**config.mk**
```make
export PLATFORM = sky130hd
export DESIGN_NAME = approx_err_monitor
export DESIGN_NICKNAME = d
export VERILOG_FILES = /design/src/rtl/approx_eval_pkg.sv /design/src/rtl/approx_err_acc.sv /design/src/rtl/approx_err_monitor.sv
export SDC_FILE = /design/constraint.sdc
export NUM_CORES = 2
export LEC_CHECK = 0
export BUFFER_PORTS_ARGS = -buffer_cell sky130_fd_sc_hd__buf_2
export CAP_MARGIN = 20
export CORE_ASPECT_RATIO = 0.5
export CORE_MARGIN = 3
export CORE_UTILIZATION = 40
export DETAILED_ROUTE_END_ITERATION = 10
export GPL_TIMING_DRIVEN = 0
export PLACE_DENSITY = 0.63
export SYNTH_ARGS = -nofsm -noshare
export SYNTH_HDL_FRONTEND = slang
export SYNTH_HIERARCHICAL = 1
export SYNTH_SLANG_ARGS = --single-unit
```
**constraint.sdc**
```tcl
create_clock -name Clk -period 8.2 [get_ports Clk]
set_input_delay 1.64 -clock Clk [delete_from_list [all_inputs] [get_ports Clk]]
set_output_delay 1.64 -clock Clk [all_outputs]
set_load 0.01 [all_outputs]
```
**src/rtl/approx_eval_pkg.sv**
```systemverilog
// Shared constants, saturating-add helper and statistics bundle for approximate-adder error evaluation.
// Pure package: no latency, no flow control.
package approx_eval_pkg;

   localparam int DEF_WIDTH = 32;
   localparam int DEF_SAE_W = 64;
   localparam int DEF_SSE_W = 96;
   localparam int DEF_CNT_W = 32;
   // Widest accumulator the helper can clamp; every accumulator width must stay at or below this.
   localparam int ACC_MAX_W = 128;

   typedef struct packed {
      logic                 ovf;
      logic [ACC_MAX_W-1:0] sum;
   } sat_res_t;

   typedef struct packed {
      logic [ACC_MAX_W-1:0] sample_cnt;
      logic [ACC_MAX_W-1:0] err_cnt;
      logic [ACC_MAX_W-1:0] sae;
      logic [ACC_MAX_W-1:0] sse;
      logic [ACC_MAX_W-1:0] max_ae;
      logic                 sat;
   } stats_t;

   // Unsigned add clamped to a w-bit all-ones ceiling; ovf flags that the clamp engaged.
   function automatic sat_res_t sat_add(input logic [ACC_MAX_W-1:0] a,
                                        input logic [ACC_MAX_W-1:0] b,
                                        input int                   w);
      sat_res_t           r;
      logic [ACC_MAX_W:0] full;
      logic [ACC_MAX_W:0] lim;
      full  = {1'b0, a} + {1'b0, b};
      lim   = ({{ACC_MAX_W{1'b0}}, 1'b1} << w) - {{ACC_MAX_W{1'b0}}, 1'b1};
      r.ovf = (full > lim);
      r.sum = r.ovf ? lim[ACC_MAX_W-1:0] : full[ACC_MAX_W-1:0];
      return r;
   endfunction

endpackage

```
**src/rtl/approx_err_acc.sv**
```systemverilog
// Final stage: saturating sample/error counters, SAE/SSE accumulators, max tracking and sticky sat.
// One-cycle update from the S2 sample; clr discards the sample present in the same cycle; no backpressure.
module approx_err_acc
   import approx_eval_pkg::*;
#(
   parameter int WIDTH = DEF_WIDTH,
   parameter int SAE_W = DEF_SAE_W,
   parameter int SSE_W = DEF_SSE_W,
   parameter int CNT_W = DEF_CNT_W
) (
   input  logic                 Clk,
   input  logic                 Rst,
   input  logic                 clr,
   input  logic                 v2,
   input  logic [WIDTH+1:0]     ae,
   input  logic [2*WIDTH+3:0]   ae_sq,
   output logic [CNT_W-1:0]     sample_cnt,
   output logic [CNT_W-1:0]     err_cnt,
   output logic [SAE_W-1:0]     sae,
   output logic [SSE_W-1:0]     sse,
   output logic [WIDTH+1:0]     max_ae,
   output logic                 sat
);

   stats_t   nxt;
   sat_res_t r_cnt, r_err, r_sae, r_sse;
   logic     unused_hi;

   always_comb begin
      nxt        = '0;
      r_cnt      = sat_add(ACC_MAX_W'(sample_cnt), ACC_MAX_W'(1), CNT_W);
      r_err      = sat_add(ACC_MAX_W'(err_cnt), ACC_MAX_W'(ae != '0), CNT_W);
      r_sae      = sat_add(ACC_MAX_W'(sae), ACC_MAX_W'(ae), SAE_W);
      r_sse      = sat_add(ACC_MAX_W'(sse), ACC_MAX_W'(ae_sq), SSE_W);
      nxt.sample_cnt = r_cnt.sum;
      nxt.err_cnt    = r_err.sum;
      nxt.sae        = r_sae.sum;
      nxt.sse        = r_sse.sum;
      nxt.max_ae     = (ae > max_ae) ? ACC_MAX_W'(ae) : ACC_MAX_W'(max_ae);
      nxt.sat        = sat | r_cnt.ovf | r_err.ovf | r_sae.ovf | r_sse.ovf;
   end

   // Bits above each register width are zero by construction of the clamp.
   assign unused_hi = ^{nxt.sample_cnt[ACC_MAX_W-1:CNT_W], nxt.err_cnt[ACC_MAX_W-1:CNT_W],
                        nxt.sae[ACC_MAX_W-1:SAE_W], nxt.sse[ACC_MAX_W-1:SSE_W],
                        nxt.max_ae[ACC_MAX_W-1:WIDTH+2]};

   always_ff @(posedge Clk) begin
      if (Rst || clr) begin
         sample_cnt <= '0;
         err_cnt    <= '0;
         sae        <= '0;
         sse        <= '0;
         max_ae     <= '0;
         sat        <= 1'b0;
      end else if (v2) begin
         sample_cnt <= nxt.sample_cnt[CNT_W-1:0];
         err_cnt    <= nxt.err_cnt[CNT_W-1:0];
         sae        <= nxt.sae[SAE_W-1:0];
         sse        <= nxt.sse[SSE_W-1:0];
         max_ae     <= nxt.max_ae[WIDTH+1:0];
         sat        <= nxt.sat;
      end
   end

endmodule

```
**src/rtl/approx_err_monitor.sv**
```systemverilog
// Streaming error-metric engine for an approximate adder: per-sample |appx - exact| plus running statistics.
// ae_out 2 cycles, statistics 3 cycles after in_valid; one sample per cycle, no backpressure.
module approx_err_monitor
   import approx_eval_pkg::*;
#(
   parameter int WIDTH  = DEF_WIDTH,
   parameter int SIGNED = 1,
   parameter int SAE_W  = DEF_SAE_W,
   parameter int SSE_W  = DEF_SSE_W,
   parameter int CNT_W  = DEF_CNT_W
) (
   input  logic                 Clk,
   input  logic                 Rst,
   input  logic                 clr,
   input  logic                 in_valid,
   input  logic [WIDTH-1:0]     data_A,
   input  logic [WIDTH-1:0]     data_B,
   input  logic [WIDTH:0]       appx_sum,
   output logic                 ae_valid,
   output logic [WIDTH+1:0]     ae_out,
   output logic [CNT_W-1:0]     sample_cnt,
   output logic [CNT_W-1:0]     err_cnt,
   output logic [SAE_W-1:0]     sae,
   output logic [SSE_W-1:0]     sse,
   output logic [WIDTH+1:0]     max_ae,
   output logic                 sat,
   output logic                 busy
);

   localparam int AE_W = WIDTH + 2;
   localparam int SQ_W = 2 * WIDTH + 4;

   logic [AE_W-1:0] a_x, b_x, s_x, diff, ae_c;
   logic [AE_W-1:0] ae1, ae2;
   logic [SQ_W-1:0] sq2;
   logic            v1, v2;

   // Working in WIDTH+2 bits keeps exact and diff free of overflow for both signedness modes.
   always_comb begin
      if (SIGNED != 0) begin
         a_x = {{2{data_A[WIDTH-1]}}, data_A};
         b_x = {{2{data_B[WIDTH-1]}}, data_B};
         s_x = {appx_sum[WIDTH], appx_sum};
      end else begin
         a_x = {2'b00, data_A};
         b_x = {2'b00, data_B};
         s_x = {1'b0, appx_sum};
      end
      diff = s_x - (a_x + b_x);
      ae_c = diff[AE_W-1] ? ({AE_W{1'b0}} - diff) : diff;
   end

   always_ff @(posedge Clk) begin
      if (Rst) begin
         v1  <= 1'b0;
         v2  <= 1'b0;
         ae1 <= '0;
         ae2 <= '0;
         sq2 <= '0;
      end else begin
         v1  <= in_valid & ~clr;
         v2  <= v1 & ~clr;
         ae1 <= ae_c;
         ae2 <= ae1;
         sq2 <= SQ_W'(ae1) * SQ_W'(ae1);
      end
   end

   assign ae_valid = v2;
   assign ae_out   = ae2;
   assign busy     = v1 | v2;

   approx_err_acc #(
      .WIDTH (WIDTH),
      .SAE_W (SAE_W),
      .SSE_W (SSE_W),
      .CNT_W (CNT_W)
   ) u_acc (
      .Clk        (Clk),
      .Rst        (Rst),
      .clr        (clr),
      .v2         (v2),
      .ae         (ae2),
      .ae_sq      (sq2),
      .sample_cnt (sample_cnt),
      .err_cnt    (err_cnt),
      .sae        (sae),
      .sse        (sse),
      .max_ae     (max_ae),
      .sat        (sat)
   );

endmodule

```
==> impl_summary.log <==
[metrics] status: completed
[metrics] Slew headroom: a little over a quarter
[metrics] total length of routed met2 wires: 93000 µm
[metrics] final number of setup-violating endpoints: 0
[metrics] peak fanout along the critical path: 7
[metrics] Clk Latency, worst-skew pair: between 600 and 700 ps
[metrics] H-Tree Depth: 2
[metrics] proportion of synthesized flip-flops having asynchronous set or reset: 0%
[metrics] layout cells sized above 1: 14.2%
[metrics] Clock Skew: 71.6 ps
[metrics] detailed-route via count: 50800
[metrics] die boundary height: ~280 µm
[metrics] average footprint of a synthesized cell: 8.67 µm²
[metrics] Avg Vias per Cell: 5.49
[metrics] initial cell density of the core: 40.5%
[metrics] vias in the first global route: 50000
[metrics] GPL Wtd Cong: 1.01
[metrics] EDFF count, synth: 0
[metrics] detailed-route wire length per cell: approximately 23 µm
[metrics] wire length on met1: 89500 µm
[metrics] Bufs on Longest Clock Path: 3
[metrics] Hold Crit Class: reg -> reg
[metrics] cell row count: 98
[metrics] WS Path Type: reg -> reg
[metrics] most common library cells after synthesis: sky130_fd_sc_hd__inv_1 (1338), sky130_fd_sc_hd__fa_1 (975), sky130_fd_sc_hd__nand2_1 (573)
[metrics] total stage count of the critical path: 27
[metrics] amount of wire on met3 after detailed routing: 24500 µm
[metrics] wire length reported by the detailed router: 217000 µm
[metrics] CTS Sinks: 395
[metrics] number of nets in the layout: 8797
[metrics] number of buffers added on ports: 395
[metrics] flop2flop setup slack: 100 ps
[metrics] aggregate global-route resource usage: between 20% and 30%
[metrics] clock tree from TritonCTS: yes
[metrics] die footprint: 0.150 mm²
[metrics] Hold Buf Count CTS: 0
[metrics] non-filler cells, final: 9260
[metrics] portion of synthesized cell area occupied by the leading cell type: 33.6%
[metrics] clock buffers created by TritonCTS: 44
[metrics] dpl hpwl: around 170000 µm
[metrics] worst path arrival time: 8570 ps
[metrics] count of different cell masters after synthesis: between 100 and 150
[metrics] pin count of the biggest net entering global routing: 15
[metrics] number of DRC markers in iteration 0: 4889
[metrics] count of final max-slew check failures: 0
[metrics] CP Launch Point: ae1[4]$_SDFF_PP0_
[metrics] top achievable clock speed: approximately 120 MHz
[metrics] final critical-path required period: 8100 ps
[metrics] IO Count: between 300 and 400
[metrics] RSZ-0062 raised after global routing: true
[metrics] number of synthesized register bits: approximately 400
[metrics] dominant cell by count in the synthesized netlist: sky130_fd_sc_hd__inv_1
[metrics] crit path launch type: flop
[metrics] post-route clock period utilization: 98.8%
[metrics] capturing element of the worst setup path: sq2[66]$_SDFF_PP0_
[metrics] Core Footprint: 0.144 mm²
[metrics] Post-Synthesis Cells: ~6700
[metrics] Bufs and invs on worst path: 7
[metrics] sequential-to-total area share from yosys stat: 13.6%
[metrics] dominant cells by area after synthesis: sky130_fd_sc_hd__fa_1 (34%), sky130_fd_sc_hd__dfxtp_1 (14%), sky130_fd_sc_hd__ha_1 (10%)
[metrics] clock root buffer master: sky130_fd_sc_hd__clkbuf_16
[metrics] number of antenna-violating nets in the routed design: 0
[metrics] most common cell type on the critical path: sky130_fd_sc_hd__fa_1
[metrics] R2R cell count: 27
[metrics] instance count along the most critical hold path: 2
[metrics] antenna violations before repair: 20
[metrics] Critical Path Sink Type: flop
[metrics] clock input transition at the sequential cells of the worst setup and hold paths: 60 ps
[metrics] global-route wire length before repair: approximately 320000 µm
[metrics] critical-path cell with the highest stage delay: sky130_fd_sc_hd__fa_1
[metrics] gate family responsible for the most delay along the worst path: adder cells
[metrics] max-capacitance violation count: 0
[metrics] number of synthesis warnings: 6
[metrics] fillcell total: 14000
[metrics] area growth from synthesis to final layout: 16.1%
[metrics] detailed-routing iteration count for the pre-antenna-repair pass: 6
[metrics] DP Cell Count: about 9100
[metrics] RR Endpoint: sq2[66]$_SDFF_PP0_
[metrics] dominant cell type by area after synthesis: sky130_fd_sc_hd__fa_1
[metrics] final routed DRC violation total: 0
[metrics] GR Overflow Total: 0
[metrics] die extent in x: around 550 µm
[metrics] number of hold violations in the final report: 0
[metrics] worst endpoint required time: approximately 8700 ps
[metrics] cell area after technology mapping: 0.0581 mm²
[metrics] max incr delay on CP: 590 ps
[metrics] Main synth FF type: sky130_fd_sc_hd__dfxtp_1
[metrics] startpoint of the worst-slack reg-to-reg timing path: ae1[4]$_SDFF_PP0_
[metrics] max layer used: met5
[metrics] slew at the pin closest to its max-slew limit: 1100 ps
kinds of logic (layout without fill, tap and decap cells):
kind of cell / Yosys count / in the layout / synth area share (%)
AO/OA/AOI/OAI: 1257 / 1257 / 13.7
XOR/XNOR: 223 / 223 / 3.36
adder cells (fa/ha/maj): 1440 / 1440 / 43.6
buffers and inverters: 1665 / 2253 / 11.1
flip-flops: 395 / 395 / 13.6
multiplexers: 13 / 13 / 0.228
other: 1 / 22 / 0.00645
AND/OR/NAND/NOR: 1707 / 1707 / 14.4
layout make-up:
type / count / area [µm²] / area share, %
antenna: 20 / 50.0 / 0.0741
clock inverter: 22 / 343 / 0.508
inverter: 1347 / 5150 / 7.63
sequential: 395 / 8020 / 11.9
buffer: 298 / 2360 / 3.50
multi-input combinational: 4642 / 44500 / 66.0
tap: 1950 / 2440 / 3.61
timing repair buffer: 528 / 3360 / 4.98
clock buffer: 58 / 1240 / 1.84
how the worst min path moves through the flow:
| stage | slack, ps | startpoint | to |
|---|---|---|---|
| detailed placement | 440 | u_acc/sat$_SDFFE_PP0P_ | u_acc/sat$_SDFFE_PP0P_ |
| finish | 460 | u_acc/sat$_SDFFE_PP0P_ | u_acc/sat$_SDFFE_PP0P_ |
| floorplan | 450 | v1$_SDFF_PP0_ | ae_valid$_SDFF_PP0_ |
| CTS | 460 | u_acc/sat$_SDFFE_PP0P_ | u_acc/sat$_SDFFE_PP0P_ |
| global placement | 430 | u_acc/sat$_SDFFE_PP0P_ | u_acc/sat$_SDFFE_PP0P_ |
| global route | 480 | v1$_SDFF_PP0_ | ae_valid$_SDFF_PP0_ |
layout by cell type, fill, tap and decap left out, types with 46 or more instances in the layout:
cell,Yosys,layout
sky130_fd_sc_hd__a211oi_1,50,46
sky130_fd_sc_hd__a21o_1,123,123
sky130_fd_sc_hd__a21oi_1,366,353
sky130_fd_sc_hd__a31oi_1,113,112
sky130_fd_sc_hd__and2_1,229,222
sky130_fd_sc_hd__and3_1,61,59
sky130_fd_sc_hd__buf_2,29,428
sky130_fd_sc_hd__buf_4,6,115
sky130_fd_sc_hd__clkbuf_1,257,145
sky130_fd_sc_hd__clkbuf_16,0,65
sky130_fd_sc_hd__dfxtp_1,395,362
sky130_fd_sc_hd__fa_1,975,955
sky130_fd_sc_hd__ha_1,465,441
sky130_fd_sc_hd__inv_1,1338,1323
sky130_fd_sc_hd__nand2_1,573,550
sky130_fd_sc_hd__nand3_1,114,114
sky130_fd_sc_hd__nand4_1,88,88
sky130_fd_sc_hd__nor2_1,355,335
sky130_fd_sc_hd__nor2b_1,49,48
sky130_fd_sc_hd__nor3_1,70,69
sky130_fd_sc_hd__o21ai_0,280,272
sky130_fd_sc_hd__xnor2_1,123,123
sky130_fd_sc_hd__xor2_1,100,100
sequential cells by signal, indices dropped and copies added (netlist names):
| signal | cells |
|---|---|
| ae1 | 34 |
| u_acc/sse | 96 |
| u_acc/sample_cnt | 32 |
| sq2 | 66 |
| u_acc/sat | 1 |
| v1 | 1 |
| ae_valid | 1 |
| u_acc/sae | 64 |
| u_acc/err_cnt | 32 |
| ae_out | 34 |
| u_acc/max_ae | 34 |
worst reg2reg max path: stages, from the launching register on:
cell and delay (ps):
sky130_fd_sc_hd__dfxtp_4 500, sky130_fd_sc_hd__clkinvlp_4 300, sky130_fd_sc_hd__nor2_4 220, sky130_fd_sc_hd__inv_1 80, sky130_fd_sc_hd__fa_1 370, sky130_fd_sc_hd__inv_1 120, sky130_fd_sc_hd__fa_2 490, sky130_fd_sc_hd__fa_1 560
sky130_fd_sc_hd__inv_1 50, sky130_fd_sc_hd__fa_1 480, sky130_fd_sc_hd__inv_1 50, sky130_fd_sc_hd__fa_1 490, sky130_fd_sc_hd__fa_1 500, sky130_fd_sc_hd__fa_1 560, sky130_fd_sc_hd__inv_1 60, sky130_fd_sc_hd__fa_1 590
sky130_fd_sc_hd__inv_1 100, sky130_fd_sc_hd__ha_4 290, sky130_fd_sc_hd__a21o_1 200, sky130_fd_sc_hd__a41oi_2 260, sky130_fd_sc_hd__a21oi_2 130, sky130_fd_sc_hd__a311oi_4 330, sky130_fd_sc_hd__nor4_2 80, sky130_fd_sc_hd__or3_4 390
sky130_fd_sc_hd__a211oi_4 360, sky130_fd_sc_hd__o31ai_2 110, sky130_fd_sc_hd__xnor2_1 180, sky130_fd_sc_hd__nor2_1 60
routing by layer:
metal / GRT usage, % / vias to the layer above
li1: - / 22700
met5: 0 / -
met1: 37.9 / 25000
met2: 42.8 / 2598
met3: 7.80 / 543
met4: 11.3 / 8
timing repair:
| action | in CTS | in global routing |
|---|---|---|
| gates cloned | 0 | 2 |
| pin swaps | 20 | 102 |
| buffers inserted | 44 | 69 |
| resized for setup | 382 | 264 |
| endpoints found under the setup margin | 51 | 23 |
through the flow:
stage	util [%]	cell area [µm²]	worst slack (ps)	hold WS, ps	TNS [ps]
final	47.0	67500	99.6	459	0
after CTS	46.0	66100	2.14	456	0
after detailed placement	43.8	62900	-2620	442	-83770
after global placement	43.6	62600	-2700	434	-86390
after global routing	47.0	67500	-56.6	482	-199
after floorplan	-	58100	194	449	0
Power is left out: the tool's default activity adds up to more than one toggle a clock period on the data nets, which glitch-free logic cannot reach.
